--- src/rtl/regfile_cmd_sequencer.sv ---
// Command sequencer for the 32x16 register file and its LCD readout: token collection, ALU, write and display handshake.
// Optional build macro SEQ_TIMEOUT_EN abandons a command after TIMEOUT_CYC idle cycles in COLLECT.
//
// state       | meaning
// ------------+--------------------------------------------------------
// IDLE        | waiting for cmd_valid
// COLLECT     | accepting tokens into A, B, W, D, S fields
// EXEC        | result registered from rdata (cmd 0,3-7)
// WRITE       | rf_we pulse with rf_waddr / rf_wdata
// SHOW        | display values loaded, disp_start raised
// WAIT_DISP   | holding display request until disp_end
module regfile_cmd_sequencer #(
    parameter int TIMEOUT_CYC = 50000000
) (
    input  logic        clk,
    input  logic        rst_n,
    input  logic        cmd_valid,
    input  logic [2:0]  cmd,
    output logic        cmd_ready,
    input  logic        tok_valid,
    input  logic [3:0]  tok,
    output logic        tok_ready,
    output logic [4:0]  rf_raddr1,
    output logic [4:0]  rf_raddr2,
    input  logic [15:0] rf_rdata1,
    input  logic [15:0] rf_rdata2,
    output logic        rf_we,
    output logic [4:0]  rf_waddr,
    output logic [15:0] rf_wdata,
    output logic        disp_start,
    input  logic        disp_end,
    output logic [15:0] disp_hi,
    output logic [15:0] disp_lo,
    output logic        disp_hi_is_addr,
    output logic        busy,
    output logic        done,
    output logic        err
);

    typedef enum logic [2:0] {
        S_IDLE, S_COLLECT, S_EXEC, S_WRITE, S_SHOW, S_WAIT_DISP
    } state_t;

    typedef enum logic [2:0] {F_A, F_B, F_W, F_D, F_S} field_t;

    state_t      state, state_nxt;
    logic [2:0]  cmd_q;
    logic [3:0]  tok_cnt;
    logic [15:0] data_q;
    logic [3:0]  shamt;
    logic        tok_acc;
    logic        tok_last;
    logic        has_a, has_b, has_w, has_d, has_s;
    logic [3:0]  b_off, w_off, d_off, tok_total;
    field_t      fld;
    logic [1:0]  sub;
    logic        tmo_fire;

    assign tok_acc = (state == S_COLLECT) && tok_valid;

    always_comb begin
        has_a = 1'b0;
        has_b = 1'b0;
        has_w = 1'b0;
        has_d = 1'b0;
        has_s = 1'b0;
        case (cmd_q)
            3'd0: begin has_w = 1'b1; has_d = 1'b1; end
            3'd1: has_a = 1'b1;
            3'd2: begin has_a = 1'b1; has_b = 1'b1; end
            3'd3: begin has_a = 1'b1; has_w = 1'b1; has_d = 1'b1; end
            3'd4: begin has_a = 1'b1; has_b = 1'b1; has_w = 1'b1; has_d = 1'b1; end
            3'd5, 3'd6: begin has_a = 1'b1; has_b = 1'b1; has_w = 1'b1; end
            default: begin has_a = 1'b1; has_w = 1'b1; has_s = 1'b1; end
        endcase
    end

    // Field offsets collapse to the previous one when a field is absent.
    assign b_off     = has_a ? 4'd2 : 4'd0;
    assign w_off     = b_off + (has_b ? 4'd2 : 4'd0);
    assign d_off     = w_off + (has_w ? 4'd2 : 4'd0);
    assign tok_total = d_off + (has_d ? 4'd4 : 4'd0) + (has_s ? 4'd1 : 4'd0);
    assign tok_last  = (tok_cnt == tok_total - 4'd1);

    always_comb begin
        fld = F_S;
        sub = 2'd0;
        if (tok_cnt < b_off) begin
            fld = F_A;
            sub = tok_cnt[1:0];
        end else if (tok_cnt < w_off) begin
            fld = F_B;
            sub = 2'(tok_cnt - b_off);
        end else if (tok_cnt < d_off) begin
            fld = F_W;
            sub = 2'(tok_cnt - w_off);
        end else if (has_d) begin
            fld = F_D;
            sub = 2'(tok_cnt - d_off);
        end
    end

`ifdef SEQ_TIMEOUT_EN
    localparam int TMO_W = $clog2(TIMEOUT_CYC + 1);
    logic [TMO_W-1:0] tmo_cnt;
    logic             err_q;

    assign tmo_fire = (state == S_COLLECT) && !tok_valid && (tmo_cnt == '0);

    always_ff @(posedge clk or negedge rst_n) begin
        if (!rst_n) begin
            tmo_cnt <= '0;
            err_q   <= 1'b0;
        end else begin
            err_q <= tmo_fire;
            if (state != S_COLLECT || tok_acc) begin
                tmo_cnt <= TMO_W'(TIMEOUT_CYC - 1);
            end else if (tmo_cnt != '0) begin
                tmo_cnt <= tmo_cnt - 1'b1;
            end
        end
    end

    assign err = err_q;
`else
    assign tmo_fire = 1'b0;
    assign err      = 1'b0;
`endif

    always_ff @(posedge clk or negedge rst_n) begin
        if (!rst_n) state <= S_IDLE;
        else        state <= state_nxt;
    end

    always_comb begin
        state_nxt = state;
        case (state)
            S_IDLE:    if (cmd_valid) state_nxt = S_COLLECT;
            S_COLLECT: begin
                if (tok_acc && tok_last) begin
                    state_nxt = (cmd_q == 3'd1 || cmd_q == 3'd2) ? S_SHOW : S_EXEC;
                end else if (tmo_fire) begin
                    state_nxt = S_IDLE;
                end
            end
            S_EXEC:      state_nxt = S_WRITE;
            S_WRITE:     state_nxt = S_SHOW;
            S_SHOW:      state_nxt = S_WAIT_DISP;
            S_WAIT_DISP: if (disp_end) state_nxt = S_IDLE;
            default:     state_nxt = S_IDLE;
        endcase
    end

    assign cmd_ready = (state == S_IDLE);
    assign tok_ready = (state == S_COLLECT);
    assign busy      = (state != S_IDLE);
    assign rf_we     = (state == S_WRITE);

    always_ff @(posedge clk or negedge rst_n) begin
        if (!rst_n) begin
            cmd_q           <= 3'd0;
            tok_cnt         <= 4'd0;
            rf_raddr1       <= 5'd0;
            rf_raddr2       <= 5'd0;
            rf_waddr        <= 5'd0;
            data_q          <= 16'd0;
            shamt           <= 4'd0;
            rf_wdata        <= 16'd0;
            disp_hi         <= 16'd0;
            disp_lo         <= 16'd0;
            disp_hi_is_addr <= 1'b0;
            disp_start      <= 1'b0;
            done            <= 1'b0;
        end else begin
            disp_start <= (state_nxt == S_SHOW) || (state_nxt == S_WAIT_DISP);
            done       <= (state == S_WAIT_DISP) && disp_end;

            if (state == S_IDLE && cmd_valid) begin
                cmd_q   <= cmd;
                tok_cnt <= 4'd0;
            end

            if (tok_acc) begin
                tok_cnt <= tok_cnt + 4'd1;
                case (fld)
                    F_A: if (sub[0]) rf_raddr1[0] <= tok[0]; else rf_raddr1[4:1] <= tok;
                    F_B: if (sub[0]) rf_raddr2[0] <= tok[0]; else rf_raddr2[4:1] <= tok;
                    F_W: if (sub[0]) rf_waddr[0]  <= tok[0]; else rf_waddr[4:1]  <= tok;
                    F_D: begin
                        case (sub)
                            2'd0:    data_q[15:12] <= tok;
                            2'd1:    data_q[11:8]  <= tok;
                            2'd2:    data_q[7:4]   <= tok;
                            default: data_q[3:0]   <= tok;
                        endcase
                    end
                    default: shamt <= tok;
                endcase
            end

            if (state == S_EXEC) begin
                case (cmd_q)
                    3'd5:    rf_wdata <= {15'd0, ($signed(rf_rdata1) < $signed(rf_rdata2))};
                    3'd6:    rf_wdata <= rf_rdata1 ^ rf_rdata2;
                    3'd7:    rf_wdata <= 16'($signed(rf_rdata1) >>> shamt);
                    default: rf_wdata <= data_q;
                endcase
            end

            // rdata sampled here already reflects the write committed at the end of WRITE.
            if (state == S_SHOW) begin
                case (cmd_q)
                    3'd0: begin
                        disp_hi         <= {11'd0, rf_waddr};
                        disp_lo         <= data_q;
                        disp_hi_is_addr <= 1'b1;
                    end
                    3'd1, 3'd3: begin
                        disp_hi         <= {11'd0, rf_raddr1};
                        disp_lo         <= rf_rdata1;
                        disp_hi_is_addr <= 1'b1;
                    end
                    3'd2, 3'd4: begin
                        disp_hi         <= rf_rdata1;
                        disp_lo         <= rf_rdata2;
                        disp_hi_is_addr <= 1'b0;
                    end
                    default: begin
                        disp_hi         <= {11'd0, rf_waddr};
                        disp_lo         <= rf_wdata;
                        disp_hi_is_addr <= 1'b1;
                    end
                endcase
            end
        end
    end

endmodule

--- config.mk ---
export PLATFORM = sky130hd
export DESIGN_NAME = regfile_cmd_sequencer
export DESIGN_NICKNAME = d
export VERILOG_FILES = /design/src/rtl/regfile_cmd_sequencer.sv
export SDC_FILE = /design/constraint.sdc
export NUM_CORES = 1
export LEC_CHECK = 0
export CAP_MARGIN = 0
export CORE_AREA = 5 5 138 107
export DETAILED_ROUTE_END_ITERATION = 8
export DIE_AREA = 0 0 143 112
export PLACE_DENSITY = 0.79
export SLEW_MARGIN = 25
export SYNTH_ARGS = -nofsm -noshare
export SYNTH_HDL_FRONTEND = slang
export SYNTH_SLANG_ARGS = --single-unit
--- constraint.sdc ---
create_clock -name clk -period 4.45 [get_ports clk]
set_input_delay 0.89 -clock clk [delete_from_list [all_inputs] [get_ports clk]]
set_output_delay 0.89 -clock clk [all_outputs]
set_load 0.05 [all_outputs]
==> impl_metrics.json <==
{
  "yosysWarningCount": 0,
  "p_clk_frac": 0.118,
  "h-tree-depth": 3,
  "root_buffer": "clkbuf_16",
  "synthMostInstantiatedCell": "dfrtp_1",
  "grt_pass1_wl_mm": 34.3,
  "fin_crit_ns": 3.68,
  "grt_max_degree": 67,
  "switchingPower_mw": 3.36,
  "nFillCells": 1175,
  "critPathMaxStageDelay_ns": 0.49,
  "cap_violations": 0,
  "track_usage": 0.279,
  "die_h_um": 112,
  "synth-edff-count": 0,
  "crit_required_ns": 4.70,
  "syn_nets": 755,
  "critPathMaxFanout": 16,
  "die_w_um": 143,
  "worst_setup_path_start_kind": "flop",
  "postCtsHoldBufs": 0,
  "crit_chain": "inv_1 > o21ai_0 > ha_1 > inv_1 > ha_1 > nor2b_1 > o21a_1 > a2111o_1 > a2111oi_4 > mux2_2",
  "synth_flop_cell": "dfrtp_1",
  "pwr-share-comb": 0.632,
  "dr.pass1.iters": 5,
  "grt_pass1_vias": 5818,
  "drt-met1-wl_mm": 9.77,
  "ios": 115,
  "slew_headroom": 0.359,
  "syn2layout_area_growth_pct": 23.3,
  "via_per_inst": 6.29,
  "whs_endpoint": "disp_lo[10]",
  "post-place-cells": 931,
  "wl_met2_mm": 9.50,
  "dp_hpwl_mm": 16.1,
  "cp_slowest_cell": "a2111oi_4",
  "clk_latency_ns": 0.36,
  "synth_top_area_share": 0.372,
  "grt_overflow": 0,
  "p_seq_frac": 0.250,
  "yosysSeqAreaShare": 0.372,
  "start_util": 0.482,
  "finClkSkew_ns": 0.00705,
  "synth_top_area_cell": "dfrtp_1",
  "syn_avg_cell_area_um2": 9.44,
  "worstMarginPinSlew_ns": 0.962,
  "cts_buffers": 9,
  "die_area_um2": 16000,
  "cts_tree": "yes",
  "cts_setup_buffers": 0,
  "yosysUniqueCellTypes": 60,
  "holdWs_ns": 0.482,
  "port-buffer-count": 113,
  "dr_total_vias": 5961,
  "status": "completed",
  "nets": 838,
  "ys_async_sr_fraction": 1.00,
  "drive_gt1_frac": 0.141,
  "p_int_mw": 3.16,
  "whs_path_depth": 2,
  "drc": 0,
  "max_freq_ghz": 0.272,
  "post_cts_resized": 0,
  "ff2ff_path_depth": 10,
  "crit_type": "reg -> reg",
  "p_sw_frac": 0.515,
  "synth.area.top_cells": "dfrtp_1, mux2_2, o21ai_0, mux4_2, ha_1",
  "drt_iter0_drc": 662,
  "netlist_area_um2": 6450,
  "instances_no_fill": 947,
  "leakagePower_nw": 3.35,
  "n_antenna_cell": 0,
  "reg2reg_from": "cmd_q[2]",
  "synth_common_cells": "dfrtp_1, nand2_1, o21ai_0",
  "arrival_ns": 3.93,
  "cp_num_buf_inv": 2,
  "final_core_utilization": 0.595,
  "fin_tns_setup_ns": 0,
  "synth_cells": 684,
  "dr_wl_met3_mm": 2.31,
  "routabilityCongestion": 0.951,
  "dr.max_layer_used": "met4",
  "ant_nets": 0,
  "cpLargestDelayFamily": "compound AO/OA/AOI/OAI gates",
  "antenna_found_initial": 0,
  "powerDensity_nw_per_um2": 819,
  "min_path_type": "reg -> reg",
  "rrSetupSlack_ns": 0.77,
  "crit_path_end_kind": "flop",
  "rr_endpoint": "data_q[1]",
  "ir_worst_vdd_v": 0.000505,
  "clock_sinks": 96,
  "finalHoldViolCount": 0,
  "finalMaxSlewViolations": 0,
  "post-route-period-util": 0.826,
  "wl_per_cell_um": 23.2,
  "finalSetupViolCount": 0,
  "core-area_um2": 13400,
  "clockBufferDepth": 2,
  "finalPower_mw": 6.52,
  "path_clk_slew_ns": 0.07,
  "wl_mm": 22.0,
  "rsz0062_at_grt": "no",
  "ys_ff_latch": 96,
  "min_from": "disp_lo[10]",
  "rows": 37
}
[flip-flops by register name, summed over array words and instances, names as in the netlist]
signal and count:
rf_raddr2 5, disp_lo 16, rf_waddr 5, rf_wdata 16, done 1, state 3
tok_cnt 4, cmd_q 3, rf_raddr1 5, disp_hi_is_addr 1, shamt 4, disp_start 1
data_q 16, disp_hi 16
[power groups by stage]
stage	registers [mW]	logic (mW)	clock network (mW)
after detailed placement	1.64	4.07	0
final	1.63	4.12	0.769
after CTS	1.63	4.08	0.784
after floorplan	2.21	2.22	0
after global placement	1.62	4.01	0
after global routing	1.69	4.40	0.823
[routing by layer]
| layer | GRT usage | vias up |
|---|---|---|
| li1 | - | 2701 |
| met1 | 0.431 | 2908 |
| met2 | 0.394 | 326 |
| met3 | 0.0554 | 26 |
| met4 | 0.0792 | 0 |
| met5 | 0 | - |
[layout by cell type, fill, tap and decap left out, drive strengths merged, types with 5 or more instances in the layout]
| cell type | instances |
|---|---|
| xnor2 | 7 |
| o21ai | 75 |
| o22a | 8 |
| ha | 26 |
| a221oi | 18 |
| buf | 10 |
| nand2 | 85 |
| o221ai | 5 |
| nor2b | 5 |
| or3 | 5 |
| clkbuf | 9 |
| mux2 | 50 |
| dfrtp | 96 |
| nor3 | 6 |
| o211ai | 10 |
| a22o | 5 |
| clkdlybuf4s50 | 112 |
| a22oi | 10 |
| nand4 | 5 |
| inv | 43 |
| mux4 | 16 |
| mux2i | 16 |
| a21oi | 36 |
| nor2 | 32 |
| o22ai | 14 |
| nand2b | 7 |
[worst register-to-register path, cell delays in order, from the launching register on]
cell and delay (ns):
dfrtp_2 0.40, inv_1 0.48, o21ai_0 0.31, ha_1 0.36, inv_1 0.06, ha_1 0.26, nor2b_1 0.13, o21a_1 0.21
a2111o_1 0.48, a2111oi_4 0.49, mux2_2 0.38
[stage by stage]
stage,setup WS (ns),area [um2]
floorplan,0.964,6450
global placement,0.991,7670
detailed placement,0.887,7670
CTS,0.856,7950
global route,0.688,7960
finish,0.774,7960
[cell type report]
class                   instances  area (um2)  share of cell area
multi-input cells             499        3710               0.466
flip-flops and latches         96        2400               0.302
repair buffers                122        1200               0.150
clock buffers                   9         225              0.0283
well taps                     175         219              0.0275
inverters                      39         146              0.0184
clock inverters                 7        60.1             0.00754
[cells by family (layout without fill, tap and decap cells)]
family,after synthesis,count (layout),share of synthesized area
AOI/OAI and AO/OA,220,220,0.229
and+or+nand+nor,161,161,0.112
DFF,96,96,0.372
buffers and inverters,89,177,0.0541
muxes,82,82,0.168
adders and majority gates,27,27,0.0535
xor gates and xnor gates,8,8,0.0109
other,1,1,0.000581
[how the worst max path moves through the flow]
stage / cells past startpoint / endpoint / startpoint / slack (ns)
CTS: 10 / data_q[3] / cmd_q[2] / 0.86
floorplan: 12 / data_q[0] / cmd_q[1] / 0.96
detailed placement: 10 / data_q[3] / cmd_q[2] / 0.89
global route: 10 / data_q[2] / cmd_q[2] / 0.69
global placement: 10 / data_q[2] / cmd_q[2] / 0.99
finish: 10 / data_q[1] / cmd_q[2] / 0.77
Note: power is estimated with default switching activity, not from simulation.
